$ cat config.mk
export PLATFORM = sky130hd
export DESIGN_NAME = vc_plane_drain_buffer
export DESIGN_NICKNAME = d
export VERILOG_FILES = /design/src/rtl/noc_vc_pkg.sv /design/src/rtl/vc_fifo.sv /design/src/rtl/vc_plane_drain_buffer.sv
export SDC_FILE = /design/constraint.sdc
export NUM_CORES = 1
export LEC_CHECK = 0
export BUFFER_PORTS_ARGS = -buffer_cell sky130_fd_sc_hd__buf_2
export CAP_MARGIN = 5
export CORE_ASPECT_RATIO = 1.75
export CORE_MARGIN = 2
export CORE_UTILIZATION = 61
export CTS_CLUSTER_DIAMETER = 50
export DETAILED_ROUTE_END_ITERATION = 12
export GPL_TIMING_DRIVEN = 0
export MAX_ROUTING_LAYER = met4
export PLACE_DENSITY = 0.75
export SETUP_SLACK_MARGIN = 0.5
export SLEW_MARGIN = 15
export SYNTH_ARGS = -nofsm -noshare
export SYNTH_HDL_FRONTEND = slang
export SYNTH_SLANG_ARGS = --single-unit
$ cat constraint.sdc
create_clock -name clk -period 2.7 [get_ports clk]
set_input_delay 0.405 -clock clk [delete_from_list [all_inputs] [get_ports clk]]
set_output_delay 0.405 -clock clk [all_outputs]
set_load 0.1 [all_outputs]
$ cat src/rtl/noc_vc_pkg.sv
// rtl/noc_vc_pkg.sv - shared defaults, derived widths and the plane-sequence helper for the VC drain buffer
package noc_vc_pkg;

    localparam int NOC_VC         = 4;
    localparam int NOC_DATA_WIDTH = 32;
    localparam int NOC_DEPTH      = 4;

    localparam int VC_IDX_W = $clog2(NOC_VC);
    localparam int SEL_W    = NOC_VC + 1;
    localparam int CNT_W    = $clog2(NOC_DEPTH) + 1;

    typedef logic [NOC_DATA_WIDTH-1:0] flit_t;

    // The plane controller advances round-robin; this is the only legal successor.
    function automatic int next_plane(input int prev, input int vc);
        return (prev + 1) % vc;
    endfunction

endpackage

$ cat src/rtl/vc_fifo.sv
// rtl/vc_fifo.sv - single synchronous FIFO with occupancy count and asynchronous reset
module vc_fifo #(
    parameter int DATA_WIDTH = 32,
    parameter int DEPTH      = 4
) (
    input  logic                          clk,
    input  logic                          rst,
    input  logic                          push,
    input  logic [DATA_WIDTH-1:0]         push_data,
    input  logic                          pop,
    output logic [DATA_WIDTH-1:0]         pop_data,
    output logic                          full,
    output logic                          empty,
    output logic [$clog2(DEPTH):0]        count
);

    localparam int PTR_W = $clog2(DEPTH);
    localparam int C_W   = PTR_W + 1;

    logic [PTR_W-1:0]      wr_ptr_q, wr_ptr_d;
    logic [PTR_W-1:0]      rd_ptr_q, rd_ptr_d;
    logic [C_W-1:0]        count_q, count_d;
    logic [DATA_WIDTH-1:0] mem_q [DEPTH];
    logic [DATA_WIDTH-1:0] mem_d [DEPTH];
    logic                  do_push, do_pop;

    // A full FIFO refuses a push even when it pops in the same cycle.
    assign full     = (count_q == C_W'(DEPTH));
    assign empty    = (count_q == '0);
    assign do_push  = push && !full;
    assign do_pop   = pop && !empty;
    assign pop_data = mem_q[rd_ptr_q];
    assign count    = count_q;

    always_comb begin
        wr_ptr_d = wr_ptr_q;
        rd_ptr_d = rd_ptr_q;
        count_d  = count_q;
        mem_d    = mem_q;
        if (do_push) begin
            mem_d[wr_ptr_q] = push_data;
            wr_ptr_d        = wr_ptr_q + 1'b1;
        end
        if (do_pop) begin
            rd_ptr_d = rd_ptr_q + 1'b1;
        end
        case ({do_push, do_pop})
            2'b10:   count_d = count_q + 1'b1;
            2'b01:   count_d = count_q - 1'b1;
            default: count_d = count_q;
        endcase
    end

    always_ff @(posedge clk or posedge rst) begin
        if (rst) begin
            wr_ptr_q <= '0;
            rd_ptr_q <= '0;
            count_q  <= '0;
        end else begin
            wr_ptr_q <= wr_ptr_d;
            rd_ptr_q <= rd_ptr_d;
            count_q  <= count_d;
        end
    end

    always_ff @(posedge clk) begin
        mem_q <= mem_d;
    end

endmodule

$ cat src/rtl/vc_plane_drain_buffer.sv
// rtl/vc_plane_drain_buffer.sv - per-VC FIFOs drained by the selected plane; VC_PLANE_CHECK_EN adds the selector checker
module vc_plane_drain_buffer
    import noc_vc_pkg::*;
#(
    parameter int VC         = NOC_VC,
    parameter int DATA_WIDTH = NOC_DATA_WIDTH,
    parameter int DEPTH      = NOC_DEPTH
) (
    input  logic                                clk,
    input  logic                                rst,
    input  logic [VC:0]                         vc_plane_sel,
    input  logic                                in_valid,
    input  logic [$clog2(VC)-1:0]               in_vc,
    input  logic [DATA_WIDTH-1:0]               in_data,
    output logic                                in_ready,
    output logic                                out_valid,
    output logic [$clog2(VC)-1:0]               out_vc,
    output logic [DATA_WIDTH-1:0]               out_data,
    input  logic                                out_ready,
    output logic [VC*($clog2(DEPTH)+1)-1:0]     vc_count,
    output logic                                sel_error
);

    localparam int IDX_W = $clog2(VC);
    localparam int C_W   = $clog2(DEPTH) + 1;

    logic [VC-1:0]         push, pop, full, empty;
    logic [DATA_WIDTH-1:0] head [VC];
    logic                  sel_in_range;
    logic [IDX_W-1:0]      sel_idx;

    assign sel_in_range = (vc_plane_sel < (VC+1)'(VC));
    assign sel_idx      = vc_plane_sel[IDX_W-1:0];
    assign out_vc       = sel_idx;
    assign in_ready     = !rst && !full[in_vc];
    assign out_valid    = sel_in_range && !empty[sel_idx];
    assign out_data     = out_valid ? head[sel_idx] : '0;

    for (genvar g = 0; g < VC; g++) begin : g_vc
        assign push[g] = in_valid && in_ready && (in_vc == IDX_W'(g));
        assign pop[g]  = out_valid && out_ready && (sel_idx == IDX_W'(g));

        vc_fifo #(
            .DATA_WIDTH (DATA_WIDTH),
            .DEPTH      (DEPTH)
        ) u_fifo (
            .clk       (clk),
            .rst       (rst),
            .push      (push[g]),
            .push_data (in_data),
            .pop       (pop[g]),
            .pop_data  (head[g]),
            .full      (full[g]),
            .empty     (empty[g]),
            .count     (vc_count[g*C_W +: C_W])
        );
    end

`ifdef VC_PLANE_CHECK_EN
    logic [VC:0] prev_sel_q, prev_sel_d;
    logic        prev_vld_q, prev_vld_d;
    logic        sel_error_q, sel_error_d;
    logic        sel_bad;
    logic [VC:0] next_sel;

    // Error is visible in the same cycle the bad selector appears, then held.
    always_comb begin
        next_sel    = (VC+1)'(next_plane(int'(prev_sel_q), VC));
        sel_bad     = 1'b0;
        if (prev_vld_q) begin
            sel_bad = !sel_in_range ||
                      ((vc_plane_sel != prev_sel_q) && (vc_plane_sel != next_sel));
        end
        sel_error_d = sel_error_q || sel_bad;
        prev_sel_d  = vc_plane_sel;
        prev_vld_d  = 1'b1;
    end

    always_ff @(posedge clk or posedge rst) begin
        if (rst) begin
            prev_sel_q  <= '0;
            prev_vld_q  <= 1'b0;
            sel_error_q <= 1'b0;
        end else begin
            prev_sel_q  <= prev_sel_d;
            prev_vld_q  <= prev_vld_d;
            sel_error_q <= sel_error_d;
        end
    end

    assign sel_error = sel_error_q || sel_bad;
`else
    assign sel_error = 1'b0;
`endif

endmodule

==> results_tabular.tex <==
\begin{tabular}{lr}
\hline
Metric & Value \\
\hline
\multicolumn{2}{l}{\textbf{Die}} \\
\quad Placement Rows & 90 \\
\quad Core Footprint & 34,600 um\^{}2 \\
\quad I/O pins & 92 \\
\quad Initial Util & 0.620 \\
\quad Die area & 36,700 um\^{}2 \\
\quad Vertical die dimension & 252 um \\
\quad Width of the die & 146 um \\
\multicolumn{2}{l}{\textbf{Timing}} \\
\quad Number of max-slew violations in the final report & 0 \\
\quad Finish-stage setup viols & 0 \\
\quad Slew margin rel. & 0.463 \\
\quad Period minus WS final & about 2.7 ns \\
\quad Peak Freq & 373 MHz \\
\quad Ratio of final minimum period to clock period & 0.992 \\
\quad Worst clock skew on the final layout & 0.0146 ns \\
\quad Setup repair after global routing missed its margin & yes \\
\quad Tightest Pin Transition & $\sim$0.8 ns \\
\quad Number of hold violations in the final report & 0 \\
\multicolumn{2}{l}{\textbf{Synthesis}} \\
\quad Synth async-reset ratio & 0.0519 \\
\quad Post-synth top area share & 0.717 \\
\quad Most frequent cell after synthesis & sky130\_fd\_sc\_hd\_\_edfxtp\_1 \\
\quad Number of warnings issued by yosys & 0 \\
\quad Post-Synthesis Cells & 1,234 \\
\quad Number of enable-type register cells in the synthesized netlist & 512 \\
\quad Net count of the mapped netlist & between 1,000 and 1,500 \\
\quad Sequential element share of the synthesized area & 0.750 \\
\quad Leading post-synthesis cells by cell area & sky130\_fd\_sc\_hd\_\_edfxtp\_1 (72\%), sky130\_fd\_sc\_hd\_\_mux2i\_1 (12\%), sky130\_fd\_sc\_hd\_\_o22ai\_1 (3.7\%) \\
\quad Flip-flop and latch count after synthesis & 540 \\
\quad Netlist cell types & 42 \\
\quad Commonest cells in the synthesized netlist & sky130\_fd\_sc\_hd\_\_edfxtp\_1 (512), sky130\_fd\_sc\_hd\_\_mux2i\_1 (259), sky130\_fd\_sc\_hd\_\_o22ai\_1 (128), sky130\_fd\_sc\_hd\_\_o21ai\_0 (36), sky130\_fd\_sc\_hd\_\_nand2\_1 (35) \\
\quad Post-Synthesis Cell Area & 21,400 um\^{}2 \\
\quad Library cell with the largest summed area after synthesis & sky130\_fd\_sc\_hd\_\_edfxtp\_1 \\
\quad Post-Syn Area per Cell & 17.4 um\^{}2 \\
\quad Dominant synthesized flop cell & sky130\_fd\_sc\_hd\_\_edfxtp\_1 \\
\multicolumn{2}{l}{\textbf{Detailed routing}} \\
\quad Post-DR wirelength/cell & 27.9 um \\
\quad Routed Wire Length & 53,400 um \\
\quad Drt pass-1 iters & 5 \\
\quad Number of remaining DRC errors & 0 \\
\quad Number of antenna-violating nets in the routed design & 0 \\
\quad First DRT Iteration DRCs & 969 \\
\quad Number of vias in the routed layout & 12,100 \\
\quad Via-per-instance ratio & 6.29 \\
\multicolumn{2}{l}{\textbf{Placement}} \\
\quad Sum of net half-perimeters after detailed placement & 28,800 um \\
\quad Global placer's final weighted congestion & between 0.8 and 0.9 \\
\quad Cell count after placement & 1,783 \\
\quad Port buffer count & 89 \\
\multicolumn{2}{l}{\textbf{Clock tree}} \\
\quad TritonCTS clock tree & done \\
\quad Maximum number of buffers from clock root to sink & 3 \\
\quad Clock net sink count & 540 \\
\quad Insertion delay of the later-clocked pin in the worst-skew pair & 0.57 ns \\
\quad H-tree depth & 2 \\
\quad Clock slew at the register clock pins of the worst setup and hold paths & around 0.070 ns \\
\quad Clock tree root buffer cell & sky130\_fd\_sc\_hd\_\_clkbuf\_16 \\
\quad Clock buffer count from CTS & 45 \\
\multicolumn{2}{l}{\textbf{Run}} \\
\quad Max-cap check violation count & 0 \\
\multicolumn{2}{l}{\textbf{Global routing}} \\
\quad Total grt overflow & 0 \\
\quad Pin count of the biggest net entering global routing & 33 \\
\quad First-pass GRT wire length & between 70,000 and 80,000 um \\
\quad Number of global-route vias before repair & between 10,000 and 15,000 \\
\quad Antenna violations before repair & 1 \\
\quad Global router's overall resource usage & 0.287 \\
\multicolumn{2}{l}{\textbf{Final layout}} \\
\quad Non-Filler Instances & 1,916 \\
\quad Count of nets after finishing & 1,486 \\
\quad Fraction of the core area covered by cells at the end of the flow & 0.767 \\
\quad Layout cell share with drive strength beyond 1 & 0.351 \\
\quad Area growth from synthesis to layout & 23.7\% \\
\multicolumn{2}{l}{\textbf{Worst setup path}} \\
\quad Start-to-end type of the worst setup path & flip-flop to output port \\
\quad Register-to-register setup slack & 0.33 ns \\
\quad Arrival time of the worst setup path & 2.27 ns \\
\quad Worst reg2reg startpoint & g\_vc[1].u\_fifo.count[0] \\
\quad Critical Path Sink Type & output port \\
\quad Logic depth of the worst register-to-register path & 12 \\
\quad Required time at the endpoint of the critical path & 2.30 ns \\
\quad Critical path peak fanout & 10 \\
\quad Reg2reg end & g\_vc[1].u\_fifo.count[2] \\
\quad Critical path startpoint category & flip-flop \\
\multicolumn{2}{l}{\textbf{Power}} \\
\quad Power consumption & 23,800 uW \\
\quad Static Leak & 0.00883 uW \\
\quad VDD IR max & 1.47 mV \\
\quad Power per Cell Area & 898 nW/um\^{}2 \\
\multicolumn{2}{l}{\textbf{Hold path}} \\
\quad Worst min-delay path class & input port to asynchronous set/reset pin \\
\multicolumn{2}{l}{\textbf{Status}} \\
\quad Run status & finished clean \\
\hline
\end{tabular}
cells by family after synthesis:
logic type,Yosys count,synth area share
flip-flops,540,0.750
multiplexers,263,0.123
AO/OA/AOI/OAI,203,0.0576
buffers and inverters,96,0.0200
AND/OR/NAND/NOR,83,0.0244
adder cells (fa/ha/maj),24,0.0154
XOR/XNOR,24,0.00980
other,1,0.000175
worst max-delay path: stages (launching register included):
cell and delay, ns:
sky130_fd_sc_hd__dfrtp_1 0.40, sky130_fd_sc_hd__or2_2 0.30, sky130_fd_sc_hd__clkbuf_4 0.20, sky130_fd_sc_hd__clkbuf_8 0.20, sky130_fd_sc_hd__o22ai_1 0.23, sky130_fd_sc_hd__o21ai_2 0.12
sky130_fd_sc_hd__nand2_2 0.09, sky130_fd_sc_hd__buf_12 0.17
what timing repair did:
item,in CTS,in global routing
pin swaps,26,32
endpoints found under the hold margin,14,0
gates cloned,3,6
hold buffers,1,0
resized for setup,415,122
endpoints found under the setup margin,536,295
setup buffers,16,23
registers in the layout (all words and copies together) (netlist names):
signal	flops
g_vc.u_fifo.wr_ptr_q	8
g_vc.u_fifo.rd_ptr_q	8
g_vc.u_fifo.count	12
g_vc.u_fifo.mem_q	512
through the flow:
stage	TNS, ns	cell area [um^2]	hold WS (ns)	setup slack [ns]
finish	0	26500	0.0172	0.0218
detailed placement	-73.37	22700	0.484	-0.491
CTS	0	25700	0.0161	0.0569
floorplan	0	21700	0.312	0.238
global route	-0.0112	26500	0.0411	-0.00591
global placement	-54.27	22700	0.473	-0.490
layer usage:
| metal | share of wire | vias to the layer above | GRT usage |
|---|---|---|---|
| met1 | 0.35 | 6154 | 0.318 |
| met2 | 0.55 | 547 | 0.517 |
| met4 | 0.042 | 0 | 0.132 |
| met3 | 0.057 | 140 | 0.0347 |
| li1 | - | 5217 | - |
| met5 | 0 | - | - |
final cells by class:
type,instances,area (um^2)
clock inverter,30,253
tap,460,576
multi-input combinational,601,6020
timing repair buffer,134,1390
fill,1851,8050
sequential,540,16100
clock buffer,53,1210
timing repair inverter,1,5.00
inverter,29,118
buffer,67,832
antenna,1,2.50
worst max-delay path by stage:
stage | depth (start not counted) | from | slack, ns | end
after floorplan | 9 | vc_plane_sel[3] | 0.24 | g_vc[1].u_fifo.count[2]
after global placement | 8 | vc_plane_sel[1] | -0.49 | out_data[16]
after detailed placement | 8 | vc_plane_sel[1] | -0.49 | out_data[16]
after CTS | 8 | g_vc[0].u_fifo.rd_ptr_q[0] | 0.06 | out_data[19]
after global routing | 7 | g_vc[0].u_fifo.rd_ptr_q[1] | -0.006 | out_data[2]
final | 7 | g_vc[0].u_fifo.rd_ptr_q[1] | 0.02 | out_data[2]
power breakdown:
group,switching (uW),internal (uW),total (uW)
combinational,4450,2870,7310
clock,2930,3600,6530
sequential,320,9660,9980
cell usage in the layout (no fill, tap or decap), drive strengths merged, types with 7 or more instances in the layout:
cell,instances
nor4,7
o21ai,65
and2,19
ha,20
o22ai,128
clkbuf,84
mux2i,259
dfrtp,28
inv,31
xor2,13
buf,169
edfxtp,512
xnor2,11
nor2,7
nand2,37
clkinv,21
Power figures use the tool's default switching activity.
